`src/rtl/router_pkg.sv`:
```
// Shared router definitions: flit type field, input-VC state encodings and
// basic sizes used across the VC router.
package router_pkg;

  localparam int unsigned FLIT_SIZE = 34;  // 2-bit type + 32-bit payload
  localparam int unsigned VC_SIZE   = 4;   // VCs per router port

  // Flit type lives in the top two bits of every flit.
  typedef enum logic [1:0] {
    BODY      = 2'b00,
    HEAD      = 2'b01,
    TAIL      = 2'b10,
    HEAD_TAIL = 2'b11
  } flit_type_t;

  // Input VC life cycle: route compute, wait for an output VC, send, stall on credits.
  typedef enum logic [2:0] {
    IDLE    = 3'd0,
    ROUTING = 3'd1,
    WAITING = 3'd2,
    ACTIVE  = 3'd3,
    CREDITS = 3'd4
  } vc_state_t;

  function automatic flit_type_t get_flit_type(input logic [FLIT_SIZE-1:0] flit);
    return flit_type_t'(flit[FLIT_SIZE-1 -: 2]);
  endfunction

endpackage

```
`src/rtl/out_port_sched_rr_arbiter.sv`:
```
// rr_arbiter: combinational round-robin arbiter.
// Ports: req  - request vector
//        ptr  - highest-priority index this cycle (owned by the caller)
//        gnt  - one-hot grant (zero when no request)
//        winner - index of the granted requester
//        any  - at least one request present
module rr_arbiter #(
  parameter  int unsigned N     = 4,
  localparam int unsigned IDX_W = (N > 1) ? $clog2(N) : 1
) (
  input  logic [N-1:0]     req,
  input  logic [IDX_W-1:0] ptr,
  output logic [N-1:0]     gnt,
  output logic [IDX_W-1:0] winner,
  output logic             any
);

  int unsigned w_idx;

  // Scan from ptr upward with wrap; first requester found wins.
  always_comb begin
    any    = 1'b0;
    winner = '0;
    gnt    = '0;
    w_idx  = 0;
    for (int unsigned k = 0; k < N; k++) begin
      w_idx = 32'(ptr) + k;
      if (w_idx >= N) w_idx = w_idx - N;
      if (!any && req[IDX_W'(w_idx)]) begin
        any    = 1'b1;
        winner = IDX_W'(w_idx);
      end
    end
    if (any) gnt[winner] = 1'b1;
  end

endmodule

```
`src/rtl/out_port_sched.sv`:
```
// out_port_sched: per-output-port scheduler of the VC router. Allocates
// output VCs to waiting head flits, arbitrates one crossbar flit per cycle
// and tracks downstream credits per output VC.
// Ports: clk/rst (sync, active-high)
//        req/req_head/req_tail - per input VC head-of-queue status
//        gnt/gnt_ovc           - crossbar grant and output VC tag
//        credit_valid/credit_vc- credit return from downstream
//        ovc_busy/credit_cnt   - output VC ownership and credit counters
//        credit_err            - sticky credit overflow flag
module out_port_sched
  import router_pkg::*;
#(
  parameter  int unsigned NUM_IN     = 20,
  parameter  int unsigned NUM_OVC    = 4,
  parameter  int unsigned CREDIT_MAX = 4,
  parameter  int unsigned OVC_W      = 2,
  localparam int unsigned CNT_W      = $clog2(CREDIT_MAX + 1),
  localparam int unsigned IN_W       = (NUM_IN > 1) ? $clog2(NUM_IN) : 1
) (
  input  logic                     clk,
  input  logic                     rst,
  input  logic [NUM_IN-1:0]        req,
  input  logic [NUM_IN-1:0]        req_head,
  input  logic [NUM_IN-1:0]        req_tail,
  output logic [NUM_IN-1:0]        gnt,
  output logic [OVC_W-1:0]         gnt_ovc,
  input  logic                     credit_valid,
  input  logic [OVC_W-1:0]         credit_vc,
  output logic [NUM_OVC-1:0]       ovc_busy,
  output logic [NUM_OVC*CNT_W-1:0] credit_cnt,
  output logic                     credit_err
);

  logic [NUM_IN-1:0]  r_has_ovc;
  logic [OVC_W-1:0]   r_ovc_of [NUM_IN];
  logic [NUM_OVC-1:0] r_busy;
  logic [CNT_W-1:0]   r_cnt [NUM_OVC];
  logic [IN_W-1:0]    r_va_ptr;
  logic [IN_W-1:0]    r_sa_ptr;
  logic               r_credit_err;

  logic [NUM_IN-1:0]  w_va_req, w_va_gnt, w_sa_req, w_sa_gnt;
  logic [IN_W-1:0]    w_va_win, w_sa_win;
  logic               w_va_any, w_sa_any;
  logic               w_free_any, w_alloc, w_release;
  logic [OVC_W-1:0]   w_free_vc, w_sa_ovc;
  logic [NUM_OVC-1:0] w_busy_set, w_busy_clr, w_inc, w_dec;

  // VC allocation: heads without an output VC compete for the lowest free VC.
  assign w_va_req = req & req_head & ~r_has_ovc;

  always_comb begin
    w_free_any = 1'b0;
    w_free_vc  = '0;
    for (int v = NUM_OVC - 1; v >= 0; v--) begin
      if (!r_busy[v]) begin
        w_free_any = 1'b1;
        w_free_vc  = OVC_W'(v);
      end
    end
  end

  rr_arbiter #(.N(NUM_IN)) u_va_arb (
    .req    (w_va_req),
    .ptr    (r_va_ptr),
    .gnt    (w_va_gnt),
    .winner (w_va_win),
    .any    (w_va_any)
  );

  assign w_alloc = w_va_any & w_free_any;

  // Switch allocation: VC owners with at least one downstream credit.
  always_comb begin
    w_sa_req = '0;
    for (int unsigned i = 0; i < NUM_IN; i++) begin
      w_sa_req[i] = req[i] & r_has_ovc[i] & (r_cnt[r_ovc_of[i]] != '0);
    end
  end

  rr_arbiter #(.N(NUM_IN)) u_sa_arb (
    .req    (w_sa_req),
    .ptr    (r_sa_ptr),
    .gnt    (w_sa_gnt),
    .winner (w_sa_win),
    .any    (w_sa_any)
  );

  assign w_sa_ovc  = r_ovc_of[w_sa_win];
  assign w_release = w_sa_any & req_tail[w_sa_win];

  // Grant is combinational and forced quiet while reset is held.
  assign gnt     = rst ? '0 : w_sa_gnt;
  assign gnt_ovc = (rst || !w_sa_any) ? '0 : w_sa_ovc;

  // Per-VC set/clear and credit up/down strobes.
  always_comb begin
    w_busy_set = '0;
    w_busy_clr = '0;
    w_inc      = '0;
    w_dec      = '0;
    if (w_alloc)   w_busy_set[w_free_vc] = 1'b1;
    if (w_release) w_busy_clr[w_sa_ovc]  = 1'b1;
    for (int unsigned v = 0; v < NUM_OVC; v++) begin
      w_inc[v] = credit_valid && (credit_vc == OVC_W'(v));
      w_dec[v] = w_sa_any && (w_sa_ovc == OVC_W'(v));
    end
  end

  always_ff @(posedge clk) begin
    if (rst) begin
      r_has_ovc    <= '0;
      r_busy       <= '0;
      r_va_ptr     <= '0;
      r_sa_ptr     <= '0;
      r_credit_err <= 1'b0;
      for (int unsigned i = 0; i < NUM_IN; i++) r_ovc_of[i] <= '0;
      for (int unsigned v = 0; v < NUM_OVC; v++) r_cnt[v] <= CNT_W'(CREDIT_MAX);
    end else begin
      if (w_alloc) begin
        r_ovc_of[w_va_win] <= w_free_vc;
        r_va_ptr <= (w_va_win == IN_W'(NUM_IN - 1)) ? '0 : w_va_win + IN_W'(1);
      end
      if (w_sa_any) begin
        r_sa_ptr <= (w_sa_win == IN_W'(NUM_IN - 1)) ? '0 : w_sa_win + IN_W'(1);
      end
      // VA and SA winners are disjoint (has_ovc differs), so set/clear never collide.
      r_has_ovc <= (r_has_ovc | (w_alloc ? w_va_gnt : '0)) & ~(w_release ? w_sa_gnt : '0);
      r_busy    <= (r_busy | w_busy_set) & ~w_busy_clr;
      // Simultaneous grant and return cancel; overflow saturates and latches the error.
      for (int unsigned v = 0; v < NUM_OVC; v++) begin
        if (w_inc[v] && !w_dec[v]) begin
          if (r_cnt[v] == CNT_W'(CREDIT_MAX)) r_credit_err <= 1'b1;
          else                                r_cnt[v]     <= r_cnt[v] + CNT_W'(1);
        end else if (w_dec[v] && !w_inc[v]) begin
          r_cnt[v] <= r_cnt[v] - CNT_W'(1);
        end
      end
    end
  end

  assign ovc_busy   = r_busy;
  assign credit_err = r_credit_err;

  for (genvar v = 0; v < NUM_OVC; v++) begin : g_cnt
    assign credit_cnt[v*CNT_W +: CNT_W] = r_cnt[v];
  end

endmodule

```
`config.mk`:
```
export PLATFORM = sky130hd
export DESIGN_NAME = out_port_sched
export DESIGN_NICKNAME = d
export VERILOG_FILES = /design/src/rtl/router_pkg.sv /design/src/rtl/out_port_sched_rr_arbiter.sv /design/src/rtl/out_port_sched.sv
export SDC_FILE = /design/constraint.sdc
export NUM_CORES = 1
export LEC_CHECK = 0
export CAP_MARGIN = 30
export CORE_UTILIZATION = 55
export DETAILED_ROUTE_END_ITERATION = 16
export PLACE_DENSITY = 0.75
export SYNTH_ARGS = -nofsm -noshare
export SYNTH_HDL_FRONTEND = slang
export SYNTH_SLANG_ARGS = --single-unit
```
`constraint.sdc`:
```
create_clock -name clk -period 13.25 [get_ports clk]
set_input_delay 3.3125 -clock clk [delete_from_list [all_inputs] [get_ports clk]]
set_output_delay 3.3125 -clock clk [all_outputs]
set_load 0.01 [all_outputs]
```
Word level (Yosys, flattened, before mapping) --
Memories as Yosys holds them, arrays and structs flattened. Cells that the tools add are included.
Word-level totals: register bits 35, bits in latches 0, memory bits (writable) 52, bits in read-only memories 0, bits of input ports 65, output and inout bits 39, logic and storage cells 667, memories 2
Operators by class: add/subtract/negate cells 88, $mul 0, div/mod/pow operators 0, magnitude comparators 88, equality and inequality tests 12, shift-type cells 0, mux-type cells 284, bitwise operators 59, reduce and logical (&&, ||, !) cells 129
Memory list:
- r_ovc_of | depth 20, width 2, read ports 21, clocked after memory_dff 0, write ports 20, RTL line out_port_sched.sv:35 | logic [OVC_W-1:0] r_ovc_of [NUM_IN];
- r_cnt | depth 4, width 3, read ports 24, clocked after memory_dff 0, write ports 4, RTL line out_port_sched.sv:37 | logic [CNT_W-1:0] r_cnt [NUM_OVC];
Operator list (number):
- 5-bit two-way mux | 83
- 5-bit by 6-bit < comparator with 1-bit output (second input constant) | 42
- 6-bit by 5-bit >= comparator with 1-bit output (second input constant) | 38
- 1-bit binary-select mux with 5-bit select | 41
- 5-bit subtractor (second input constant) | 40
- 1-bit two-way mux | 135
- 20-bit two-way mux | 5
- 5-bit by 4-bit adder with 6-bit output (second input constant) | 16
- 20-bit bitwise AND | 3
- 3-bit nonzero test | 20
- 1-bit logical AND | 58
- 5-bit by 3-bit adder with 6-bit output (second input constant) | 8
- 5-bit by 5-bit adder with 6-bit output (second input constant) | 8
- 1-bit logical NOT | 47
- 1-bit bitwise AND | 42
- 20-bit inverter | 2
- 5-bit by 2-bit adder with 6-bit output (second input constant) | 4
- 3-bit two-way mux | 8
- 20-bit bitwise OR | 1
- 3-bit by 1-bit adder with 3-bit output (second input constant) | 4
- 5-bit by 1-bit adder with 6-bit output (second input constant) | 2
- 3-bit equality test (second input constant) | 4
- 2-bit two-way mux | 6
- 3-bit by 1-bit subtractor with 3-bit output (second input constant) | 4
- 18 further kinds | 39

Longest topological paths before layout --
Gate-level depths: netlist of run 1. An unclocked memory read counts as a cell.
depth in word-level cells 76, depth in mapped cells 37, gate-level depth less buffers 30

Cells and area by module --
From an unflattened synthesis of run 1, not the netlist that was laid out.
Second synthesis, totals: cell total of the unflattened synthesis 2650, area, all modules 20652.3 um^2
By module, submodules not included:
- rr_arbiter (u_va_arb) | instances 1, cells an instance 975, area an instance 7223.2 um^2, sequential area each 0.0 um^2
- rr_arbiter (u_sa_arb) | instances 1, cells an instance 949, area an instance 6797.8 um^2, sequential area each 0.0 um^2
- out_port_sched | instances 1, cells an instance 726, area an instance 6631.4 um^2, sequential area each 2982.9 um^2

Worst setup path after synthesis of run 1 --
OpenSTA, ideal clock, no wires.
path kind input to output, start in req[12], end out gnt_ovc[0], arrival 7.611 ns, required time 9.938 ns, setup slack 2.326 ns, cell stages on the path 19, path buffers 3, cell sequence nand2_1 > a31o_2 > or3_1 > clkbuf_1 > o22a_1 > mux4_2 > o221ai_1 > nor2_1 > a2111oi_2 > a211oi_1 > o32a_1 > a211o_1 > a21o_4 > buf_6 > a2111o_1 > a41o_1 > a221oi_4 > buf_6 > nor2_1
Between the ends: cells in the longest elaborated chain, start to end 65, elaborated cells between the ends (all ways) 124, those cells by class mux (81); bitwise (2); reduce/logical (40); memory (1)
Ends and longest elaborated chain:
- from (decl) | RTL line out_port_sched.sv:22 | input logic [NUM_IN-1:0] req,
- 1-bit bitwise AND * (2 in a row) | RTL line out_port_sched.sv:77 | w_sa_req[i] = req[i] & r_has_ovc[i] & (r_cnt[r_ovc_of[i]] != '0);
- branches (longest 62 deep; another with 1-bit binary-select mux with 5-bit select)
- 2-bit two-way mux * | RTL line out_port_sched.sv:94 | assign gnt_ovc = (rst || !w_sa_any) ? '0 : w_sa_ovc;
- to (decl) | RTL line out_port_sched.sv:26 | output logic [OVC_W-1:0] gnt_ovc,
Mark *: on every way between the ends. The select of a mux whose other input is x is not followed.

Final worst setup path of run 1 --
Ends and elaborated chain as after synthesis.

==> impl_metrics.env, run 1 <==
export IMPL_portBuffers=103
export IMPL_layout_commonest_cell="nor2_1"
export IMPL_core_um2=30800
export IMPL_synth_area_um2=17300
export IMPL_grt_pass1_wl_um=112000
export IMPL_dp_worst_setup_slack_ns=0.853
export IMPL_placed_area_um2=18800
export IMPL_overflow=0
export IMPL_layout_drive_gt1_share=0.104
export IMPL_cts_resized=0
export IMPL_clock_sinks=89
export IMPL_initial_core_util=0.562
export IMPL_num_rows=64
export IMPL_die_w_um=180
export IMPL_synth_top_area_share=0.0936
export IMPL_rsz0062_at_grt="false"
export IMPL_synth_area_leaders="edfxtp_1 9.4%, ha_1 6.9%, mux2i_1 5.5%, nor2_1 5.4%, nand2_1 5.3%"
export IMPL_status="complete, no violations"
export IMPL_wl_per_cell_um=27.4
export IMPL_numCtsBuffers=9
export IMPL_hold_violations=0
export IMPL_final_cell_mix="248 x nor2_1, 243 x nand2_1, 116 x a21oi_1"
export IMPL_slew_headroom=0.196
export IMPL_clock_latency_ns=0.37
export IMPL_yosys_register_bits=89
export IMPL_area_growth_pct=10.1
export IMPL_cp_start_kind="input pin"
export IMPL_tightest_slew_ns=1.19
export IMPL_seq_area_um2=2320
export IMPL_postCtsSetupBuffers=0
export IMPL_end_kind="primary output"
export IMPL_antenna_cells=0
export IMPL_min_path_type="register to register"
export IMPL_finalWirelength_um=75800
export IMPL_nFillCells=2727
export IMPL_multi_input_area_um2=14100
export IMPL_synth_distinct_cells=123
export IMPL_dr_pass1_iters=6
export IMPL_async_reset_ff_frac=0
export IMPL_place_congestion=1.10
export IMPL_drv_slew=0
export IMPL_ios=104
export IMPL_dp_hpwl_um=59300
export IMPL_tns_ns=0
export IMPL_drt_iter0_markers=3153
export IMPL_drc_errors=0
export IMPL_cts_tree="built"
export IMPL_grt_use_total=0.450
export IMPL_clkTransAtPathRegs_ns=0.07
export IMPL_fin_crit_sh=0.953
export IMPL_dieArea_um2=32200
export IMPL_synth_top_area_cell="edfxtp_1"
export IMPL_chipHeight_um=180
export IMPL_fin_ws_ns=0.621
export IMPL_grt_max_degree=75
export IMPL_synth_avg_cell_area_um2=7.52
export IMPL_synth_warning_count=0
export IMPL_synth_edff_count=54
export IMPL_maxCapViolations=0
export IMPL_viasPerCell=7.40
export IMPL_fin_area_um2=19100
export IMPL_hold_buffers=0
export IMPL_cts_htree_levels=3
export IMPL_grt_pass1_vias=18881
export IMPL_cts_max_path_buffers=2
export IMPL_postRouteAntennaNets=0
export IMPL_clockRootBuffer="clkbuf_16"
export IMPL_synthCells=2304
export IMPL_clock_skew_final_ns=0.0157
export IMPL_routed_via_count=20424
export IMPL_grt_antenna_before_repair=0
export IMPL_fin_util=0.619
export IMPL_setup_violations=0
export IMPL_crit_fanout=27
export IMPL_ys_seq_area_frac=0.134
export IMPL_worstPathRequired_ns=9.94
export IMPL_worstPathArrival_ns=9.32
export IMPL_critPathKind="input pin to primary output"
export IMPL_fmax_ghz=0.0792
export IMPL_layout_nets=2526
export IMPL_finalCriticalPeriod_ns=12.63
export IMPL_dominantRegCellSynth="edfxtp_1"
==> worst paths after layout <==
path	end	cells past startpoint	from	slack (ns)
hold reg to reg	r_has_ovc[13]	2	r_has_ovc[13]	0.53
setup reg to reg	r_cnt[1][2]	29	r_sa_ptr[1]	3.65
hold / removal	r_has_ovc[13]	2	r_has_ovc[13]	0.53
setup / recovery	gnt_ovc[0]	20	req[12]	0.62
==> area by class of cell <==
type / instances / share of cell area
Multi-Input combinational cell: 1997 / 0.740
Tap cell: 396 / 0.0260
Inverter: 103 / 0.0203
Clock buffer: 9 / 0.0118
Timing Repair Buffer: 160 / 0.0758
Clock inverter: 7 / 0.00387
Sequential cell: 89 / 0.122
==> state kept, by name, summed over array words and instances, names as in the netlist <==
name,flops
ovc_busy,4
r_has_ovc,20
r_ovc_of,42
r_va_ptr,5
r_cnt,12
credit_err,1
r_sa_ptr,5
==> critical path, stage by stage <==
cell	delay [ns]
clkdlybuf4s50_1	0.48
nand2_1	0.16
a31o_2	0.27
or3_1	0.46
o22a_1	0.25
mux4_2	0.54
o221ai_1	0.47
nor2_1	0.13
a311oi_1	0.32
o221ai_1	0.32
a31oi_1	0.52
a22oi_2	0.17
buf_4	0.29
mux2i_1	0.22
mux2i_1	0.10
a22o_1	0.24
a41o_1	0.23
a221oi_4	0.22
nor2_1	0.08
clkdlybuf4s50_1	0.48
==> cell usage after synthesis (54+ instances only) <==
library cell	number
nor2_1	248
nand2_1	243
a21oi_1	116
ha_1	96
mux2i_1	95
inv_1	87
o21ai_0	83
xnor2_1	79
nor3_1	75
nand3_1	67
clkbuf_1	59
edfxtp_1	54
==> per-layer routing <==
layer	global-route usage	share of wire
met1	0.596	0.38
met2	0.688	0.43
met3	0.0920	0.13
met4	0.239	0.058
met5	0	0
==> cell families after synthesis <==
family / synth area share
AND/OR/NAND/NOR: 0.286
AO/OA/AOI/OAI: 0.280
buffers and inverters: 0.0526
multiplexers: 0.124
adder cells (fa/ha/maj): 0.0751
XOR/XNOR: 0.0477
flip-flops: 0.134
other: 0.000216
==> stage by stage <==
stage | hold slack (ns) | std cells
2_1_floorplan | 0.468 | 2305
3_3_place_gp | 0.515 | 2742
3_5_place_dp | 0.508 | 2745
4_1_cts | 0.526 | 2761
5_1_grt | 0.562 | 2761
6_report | 0.526 | 2761
Power of run 1 is left out: the tool's default activity adds up to more than one toggle a clock period on the data nets, which glitch-free logic cannot reach.
==> run 2: changes to the inputs <==
Settings changed: ABC_AREA set to 1, ABC_CLOCK_PERIOD_IN_PS set to 12750.
Clock period 13.25 ns to 12.75 ns, I/O delays scaled along.
==> run 2 against run 1 <==
Against the previous run:
- sequential share of layout area rose by 2.4 points
- critical endpoint is now gnt[19]
- critical path type unchanged
- largest cell class unchanged
- critical path depth increased by 10
- setup slack better by 0.36 ns
- register-to-register slack improved by 1.2 ns
- first-iteration DRC count decreased by 25%
- synthesized cell count grew 17%
==> impl_metrics.env, run 2 <==
export IMPL_synth_distinct_cells=69
export IMPL_numCtsBuffers=9
export IMPL_drt_iter0_markers=2361
export IMPL_synth_area_leaders="nand2_1 20%, edfxtp_1 12%, inv_1 8.9%, ha_1 7.7%, nand3_1 7.7%"
export IMPL_clock_sinks=95
export IMPL_critPathKind="input pin to primary output"
export IMPL_grt_max_degree=39
export IMPL_regMostFlops="r_ovc_of"
export IMPL_drc_errors=0
export IMPL_largest_reg_flops=48
export IMPL_yosys_register_bits=95
export IMPL_worstPathArrival_ns=8.58
export IMPL_ys_seq_area_frac=0.161
export IMPL_cp_start_kind="input pin"
export IMPL_placed_area_um2=16900
export IMPL_crit_buf_inv=7
export IMPL_slew_headroom=0.334
export IMPL_synth_most_common_cell="nand2_1"
export IMPL_fmax_ghz=0.0850
export IMPL_ios=104
export IMPL_synth_area_um2=15500
export IMPL_grt_pass1_vias=16849
export IMPL_antenna_cells=0
export IMPL_min_path_type="register to register"
export IMPL_crit_fanout=16
export IMPL_grt_use_total=0.405
export IMPL_cts_tree="built"
export IMPL_hold_violations=0
export IMPL_num_rows=61
export IMPL_fin_ws_ns=0.979
export IMPL_maxCapViolations=0
export IMPL_end_kind="primary output"
export IMPL_layout_commonest_cell="nand2_1"
export IMPL_setup_violations=0
export IMPL_critical_path_top_delay_family="simple AND/OR/NAND/NOR gates"
export IMPL_clockRootBuffer="clkbuf_16"
export IMPL_fin_crit_sh=0.923
export IMPL_place_congestion=1.04
export IMPL_reg_largest_list="r_ovc_of: 48 flops, r_has_ovc: 20 flops, r_cnt: 12 flops"
export IMPL_synthCells=2691
export IMPL_postCtsSetupBuffers=0
export IMPL_cts_resized=0
export IMPL_status="complete, no violations"
export IMPL_clock_skew_final_ns=0.0106
export IMPL_synth_avg_cell_area_um2=5.76
export IMPL_wl_per_cell_um=18.9
export IMPL_viasPerCell=5.89
export IMPL_core_um2=27800
export IMPL_synth_warning_count=0
export IMPL_layout_nets=2941
export IMPL_finalCriticalPeriod_ns=11.77
export IMPL_grt_antenna_before_repair=1
export IMPL_area_growth_pct=10.8
export IMPL_dr_pass1_iters=7
export IMPL_chipHeight_um=170
export IMPL_synth_top_area_cell="nand2_1"
export IMPL_slowest_delay_ns=0.56
export IMPL_overflow=0
export IMPL_grt_pass1_wl_um=89700
export IMPL_cts_max_path_buffers=2
export IMPL_layout_drive_gt1_share=0.0507
export IMPL_synth_edff_count=60
export IMPL_async_reset_ff_frac=0
export IMPL_fin_area_um2=17200
export IMPL_initial_core_util=0.558
export IMPL_tightest_slew_ns=0.996
export IMPL_dp_worst_setup_slack_ns=0.952
export IMPL_portBuffers=103
export IMPL_postRouteAntennaNets=0
export IMPL_tns_ns=0
export IMPL_worstPathRequired_ns=9.56
export IMPL_synth_commonest_cells="826 x nand2_1, 369 x inv_1, 280 x nor2_1"
export IMPL_hold_buffers=0
export IMPL_dieArea_um2=28900
export IMPL_synth_top_area_share=0.200
export IMPL_dp_hpwl_um=47200
export IMPL_die_w_um=170
export IMPL_clkTransAtPathRegs_ns=0.07
export IMPL_finalWirelength_um=59600
export IMPL_clock_latency_ns=0.36
export IMPL_cts_htree_levels=3
export IMPL_final_cell_mix="826 x nand2_1, 369 x inv_1, 280 x nor2_1"
export IMPL_rsz0062_at_grt="false"
export IMPL_routed_via_count=18616
export IMPL_dominantRegCellSynth="edfxtp_1"
export IMPL_drv_slew=0
export IMPL_slowest_stage="clkdlybuf4s50_1"
==> run 2: path summary, 6_finish.rpt <==
path | start | to | slack [ns] | cells past startpoint
max | req[9] | gnt[19] | 0.98 | 30
max reg2reg | r_va_ptr[1] | r_ovc_of[19][1] | 4.80 | 36
min reg2reg | r_has_ovc[2] | r_has_ovc[2] | 0.54 | 4
min | r_has_ovc[2] | r_has_ovc[2] | 0.54 | 4
==> run 2: logic make-up after synthesis <==
group                    Yosys count  share of synthesized area
buffers and inverters            470                      0.121
AO/OA/AOI/OAI                    433                      0.160
flip-flops                        95                      0.161
adder cells (fa/ha/maj)          101                     0.0839
other                              1                   0.000242
XOR/XNOR                          89                     0.0534
multiplexers                       3                    0.00194
AND/OR/NAND/NOR                 1499                      0.418
==> run 2: worst register-to-register path: cells and delay by family (launching register included) <==
kind	cells	cell delay, ns
XOR/XNOR	1	0.59
flip-flops	1	0.34
AO/OA/AOI/OAI	4	0.86
buffers and inverters	9	1.80
adder cells (fa/ha/maj)	3	1.22
AND/OR/NAND/NOR	19	2.89
==> run 2: through the flow <==
step,cells,util,hold WS [ns]
after floorplan,2698,-,0.490
after global placement,3140,0.608,0.517
after detailed placement,3141,0.609,0.518
after CTS,3157,0.619,0.540
after global routing,3158,0.619,0.563
final,3158,0.619,0.542
==> run 2: per-layer routing <==
metal | vias up | GRT usage | wire length, µm
met3 | 230 | 0.0714 | 6970
li1 | 8846 | - | -
met1 | 8412 | 0.513 | 23100
met4 | 0 | 0.213 | 3350
met2 | 1128 | 0.655 | 26100
met5 | - | 0 | 0
==> run 2: cell type report <==
| type | count | area (µm²) |
|---|---|---|
| Clock inverter | 7 | 46.3 |
| Timing Repair Buffer | 133 | 1280 |
| Inverter | 403 | 1520 |
| Clock buffer | 9 | 225 |
| Fill cell | 2824 | 10600 |
| Tap cell | 378 | 473 |
| Multi-Input combinational cell | 2133 | 11200 |
| Sequential cell | 95 | 2500 |
Power of run 2 is left out for the same reason.
